### src/rtl/pulse_period_meter.sv
// rtl/pulse_period_meter.sv - high/low phase meter for a pulse train with valid/ready result
// Optional feature: define PULSE_METER_GLITCH_FILTER_EN for a 3-sample glitch filter on the input.
module pulse_period_meter #(
   parameter int CNT_W       = 16,
   parameter int SYNC_STAGES = 2
) (
   input  logic             clk,
   input  logic             rst,
   input  logic             enable,
   input  logic             pulse_in,
   output logic [CNT_W-1:0] high_cnt,
   output logic [CNT_W-1:0] low_cnt,
   output logic [CNT_W:0]   period,
   output logic             meas_valid,
   input  logic             meas_ready,
   output logic             overrun,
   output logic             saturated
);

   localparam logic [CNT_W-1:0] CNT_MAX = '1;
   localparam logic [CNT_W-1:0] CNT_ONE = {{(CNT_W-1){1'b0}}, 1'b1};

   typedef enum logic [1:0] {IDLE, WAIT_RISE, MEAS_HIGH, MEAS_LOW} state_t;

   state_t                 state;
   logic [SYNC_STAGES-1:0] sync_q;
   logic                   sync_out;
   logic                   p_s;
   logic                   p_s_d;
   logic                   rise;
   logic                   fall;
   logic [CNT_W-1:0]       hcnt;
   logic [CNT_W-1:0]       lcnt;
   logic                   hcnt_sat;
   logic                   lcnt_sat;
   logic                   publish;
   logic                   accept;

   // bring the asynchronous pulse into the clk domain
   always_ff @(posedge clk) begin
      if (rst) sync_q <= '0;
      else     sync_q <= {sync_q[SYNC_STAGES-2:0], pulse_in};
   end

   assign sync_out = sync_q[SYNC_STAGES-1];

`ifdef PULSE_METER_GLITCH_FILTER_EN
   logic [1:0] filt_hist;
   logic       filt_q;

   // keep two past samples and the last accepted level; a new level is taken
   // combinationally once three consecutive samples agree
   always_ff @(posedge clk) begin
      if (rst) begin
         filt_hist <= '0;
         filt_q    <= 1'b0;
      end else begin
         filt_hist <= {filt_hist[0], sync_out};
         filt_q    <= p_s;
      end
   end

   assign p_s = (sync_out == filt_hist[0] && sync_out == filt_hist[1]) ? sync_out : filt_q;
`else
   assign p_s = sync_out;
`endif

   // one-flop history of the clean level for edge strobes
   always_ff @(posedge clk) begin
      if (rst) p_s_d <= 1'b0;
      else     p_s_d <= p_s;
   end

   assign rise     = p_s & ~p_s_d;
   assign fall     = ~p_s & p_s_d;
   assign hcnt_sat = (hcnt == CNT_MAX);
   assign lcnt_sat = (lcnt == CNT_MAX);
   assign publish  = enable && (state == MEAS_LOW) && rise;
   assign accept   = meas_valid && meas_ready;

   // phase-measurement FSM plus the registered result / handshake outputs
   always_ff @(posedge clk) begin
      if (rst) begin
         state      <= IDLE;
         hcnt       <= '0;
         lcnt       <= '0;
         high_cnt   <= '0;
         low_cnt    <= '0;
         period     <= '0;
         meas_valid <= 1'b0;
         overrun    <= 1'b0;
         saturated  <= 1'b0;
      end else begin
         if (!enable) begin
            // partial cycle is discarded; any held result stays put
            state <= IDLE;
            hcnt  <= '0;
            lcnt  <= '0;
         end else begin
            case (state)
               IDLE: state <= WAIT_RISE;
               WAIT_RISE: begin
                  if (rise) begin
                     hcnt  <= CNT_ONE;
                     state <= MEAS_HIGH;
                  end
               end
               MEAS_HIGH: begin
                  if (fall) begin
                     lcnt  <= CNT_ONE;
                     state <= MEAS_LOW;
                  end else if (p_s && !hcnt_sat) begin
                     hcnt <= hcnt + CNT_ONE;
                  end
               end
               MEAS_LOW: begin
                  if (rise) begin
                     hcnt  <= CNT_ONE;
                     state <= MEAS_HIGH;
                  end else if (!p_s && !lcnt_sat) begin
                     lcnt <= lcnt + CNT_ONE;
                  end
               end
               default: state <= IDLE;
            endcase
         end

         if (publish) begin
            if (!meas_valid || meas_ready) begin
               high_cnt   <= hcnt;
               low_cnt    <= lcnt;
               period     <= {1'b0, hcnt} + {1'b0, lcnt};
               meas_valid <= 1'b1;
               saturated  <= hcnt_sat | lcnt_sat;
            end else begin
               overrun <= 1'b1;
            end
         end else if (accept) begin
            meas_valid <= 1'b0;
            overrun    <= 1'b0;
         end
      end
   end

endmodule

### config.mk
export PLATFORM = sky130hd
export DESIGN_NAME = pulse_period_meter
export DESIGN_NICKNAME = d
export VERILOG_FILES = /design/src/rtl/pulse_period_meter.sv
export SDC_FILE = /design/constraint.sdc
export NUM_CORES = 1
export LEC_CHECK = 0
export ABC_AREA = 1
export CORE_ASPECT_RATIO = 1.4
export CORE_MARGIN = 10
export CORE_UTILIZATION = 50
export DETAILED_ROUTE_END_ITERATION = 10
export GPL_TIMING_DRIVEN = 0
export PLACE_DENSITY = 0.78
export SLEW_MARGIN = 15
export SYNTH_ARGS = -nofsm -noshare
export SYNTH_HDL_FRONTEND = slang
export SYNTH_SLANG_ARGS = --single-unit
### constraint.sdc
create_clock -name clk -period 2.1 [get_ports clk]
set_clock_uncertainty 0.2 [all_clocks]
set_input_delay 0.21 -clock clk [delete_from_list [all_inputs] [get_ports clk]]
set_output_delay 0.21 -clock clk [all_outputs]
set_load 0.03 [all_outputs]
==> results.cfg <==
[global_routing]
grt_overflow = 0
grt_pass1_wl_um = 25000
grt_max_degree = 17
grt_pass1_vias = 4920
antenna_found_initial = 0
grt_usage_pct = 20.8

[timing]
drv_slew = 0
tightest_slew_ns = 0.633
slew_headroom_pct = 57.8
setup_violations = 0
hold_slack_ns = 0.166
hold_viol_final = 0
finalCritPeriodShare_pct = 95.6
fmax_mhz = 498
fin_crit_ns = 2.01

[clock_network]
cts_made_buffers = 9
clock-sinks = 89
h-tree-depth = 3
cts_root_buffer = clkbuf_16
clock_path_buffers = 2
cts_tree = built
cts_hold_buf = 0
path_clk_slew_ns = 0.07
clk_latency_ns = 0.35

[worst_setup_path]
crit_path_max_incr_delay_ns = 0.47
startpoint_type = register
critPathSlowestCell = dfxtp_1
path_class = register to register
worst-endpoint-arrival_ns = 2.06
worst_setup_path_end_kind = register
cp_max_fo = 6
path_cells = ha_1 -> or2_2 -> and2_4 -> nand2_1 -> nand2_1 -> xnor2_2 -> nand2_1 -> nand2_1 -> inv_1
cpLargestDelayFamily = simple AND/OR/NAND/NOR gates
path_buf_inv = 1
required_ns = 2.15
path_common_cell = nand2_1

[die]
start_util_pct = 51.1
dieHeight_um = 139
fp-row-count = 43
dieArea_mm2 = 0.0147
core_mm2 = 0.00995
io_pins = 57
die_x_um = 105

[run]
cap_violations = 0

[detailed_routing]
vias_per_cell = 5.42
routedWlPerCell_um = 16.2
first_iter_violations = 525
drtPass1Iterations = 6
drc = 0
drt-total-wl_um = 15800
vias = 5258
drtAntennaViolNets = 0

[cells_and_area]
layout_commonest_cell = nand2_1
final_nets = 854
diodes = 0
drive_gt1_share_pct = 14.1
final.fill_count = 910
mostFrequentLayoutCells = 167 x nand2_1, 106 x nor2_1, 93 x inv_1
syn2layout_area_growth_pct = 22.2

[power_and_ir_drop]
ir_worst_vdd_mv = 0.363
p_leak_uw = 0.00277
powerDensity_mw_per_mm2 = 532
finalPower_uw = 3310

[worst_hold_path]
hold_class = input pin to register

[synthesis]
ys.warnings.count = 0
synth-seq-cells = 89
netlist-cell-type-count = 42
avgSynthCellArea_um2 = 6.70
syn_area_mm2 = 0.00509
synthesis.nets = 783
netlist_instances = 759
synth-seq-area-share_pct = 35.0

[outcome]
run_status = completed

[placement]
portBuffers = 56
dp_hpwl_um = 11800
gp_congestion = 1.00
## per-layer routing
metal  part of all wire [%]  routed length [um]  track usage [%]
met1                     40                6280             23.9
met2                     49                7760             35.8
met3                    7.0                1100             4.25
met4                    3.9                 607             9.42
met5                      0                   0                0
## power by group
part	leakage (uW)	total, uW	switching (uW)	internal (uW)
Combinational	0.00191	97.6	66.4	31.2
Clock	0.000128	1520	712	810
Sequential	0.000729	1690	4.11	1690
## flip-flops by register name (all words and copies together) (netlist names)
register and count:
hcnt 16, high_cnt 16, lcnt 16, low_cnt 16, meas_valid 1, overrun 1, p_s_d 1, period 17
saturated 1, state 2, sync_q 2
## cell families after synthesis
logic type,share of synthesized area [%]
buffers and inverters,10.6
adder cells (fa/ha/maj),4.82
AO/OA/AOI/OAI,12.5
AND/OR/NAND/NOR,35.3
flip-flops,35.0
XOR/XNOR,1.72
## synth_stat cells
cell type  count  area share, %
a21oi_1       46            4.5
a21oi_2        5           0.86
a22oi_1        2           0.29
a31oi_1        1           0.12
and2_0         1           0.12
and2_1         2           0.25
and3_1         2           0.25
buf_2         10           0.98
buf_4          4           0.59
buf_6          4           0.89
buf_8          1           0.29
clkbuf_1       5           0.37
dfxtp_1       89             35
fa_1           1           0.39
ha_1          18            4.4
inv_1         93            6.9
inv_2          9           0.66
nand2_1      170             13
nand2_2        5           0.61
nand2_4        4           0.89
nand3_1       72            7.1
nand3_2        3           0.59
nand3b_1       1           0.15
nand3b_2       1           0.22
nand4_1       10            1.2
nand4_4        1           0.42
nor2_1       107            7.9
nor2_2         6           0.74
nor2_4         3           0.66
nor2_8         1           0.39
nor3_1         7           0.69
o211ai_1       4           0.59
o21a_1         8            1.2
o21ai_0       44            4.3
o21ai_1        2           0.20
o21ai_2        1           0.17
o21bai_1       1           0.15
o22ai_1        1           0.12
or2_2          3           0.37
or2_4          1           0.17
xnor2_1        6            1.0
xor2_1         4           0.69
## stage by stage
stage | instances | instance area (um2) | setup slack (ns) | util (%) | setup TNS (ns)
floorplan | 759 | 5090 | 0.213 | - | 0
global placement | 950 | 5820 | -0.167 | 58.5 | -1.22
detailed placement | 950 | 5820 | -0.160 | 58.5 | -1.44
CTS | 967 | 6110 | 0.00340 | 61.4 | 0
global route | 970 | 6220 | -0.000479 | 62.5 | -0.000479
finish | 970 | 6220 | 0.0921 | 62.5 | 0
## worst paths after layout
check,start,to,slack [ns],depth (start not counted)
setup / recovery,lcnt[3],period[8],0.09,9
hold / removal,pulse_in,sync_q[0],0.17,3
setup reg to reg,lcnt[3],period[8],0.09,9
hold reg to reg,sync_q[0],sync_q[1],0.22,2
## worst reg2reg max path, delay by kind of cell (launching register included)
family,cells,cell delay (ns)
and+or+nand+nor,6,0.75
adders and majority gates,1,0.32
xor gates and xnor gates,1,0.14
DFF,1,0.47
buffers and inverters,1,0.03
## cell type report
type	count	area [um2]	share of cell area, %
well taps	135	169	2.72
repair buffers	59	583	9.37
clock inverters	7	53.8	0.865
multi-input cells	545	2830	45.5
inverters	102	383	6.16
clock buffers	9	225	3.62
flip-flops and latches	89	1820	29.2
plain buffers	24	159	2.55
## timing repair
action	4_1_cts	5_1_grt
resized for setup	6	35
buffers inserted	1	2
setup endpoints to repair	26	48
cloned	0	1
endpoints found under the hold margin	0	0
pin swaps	1	3
Note: power is estimated with default switching activity, not from simulation.
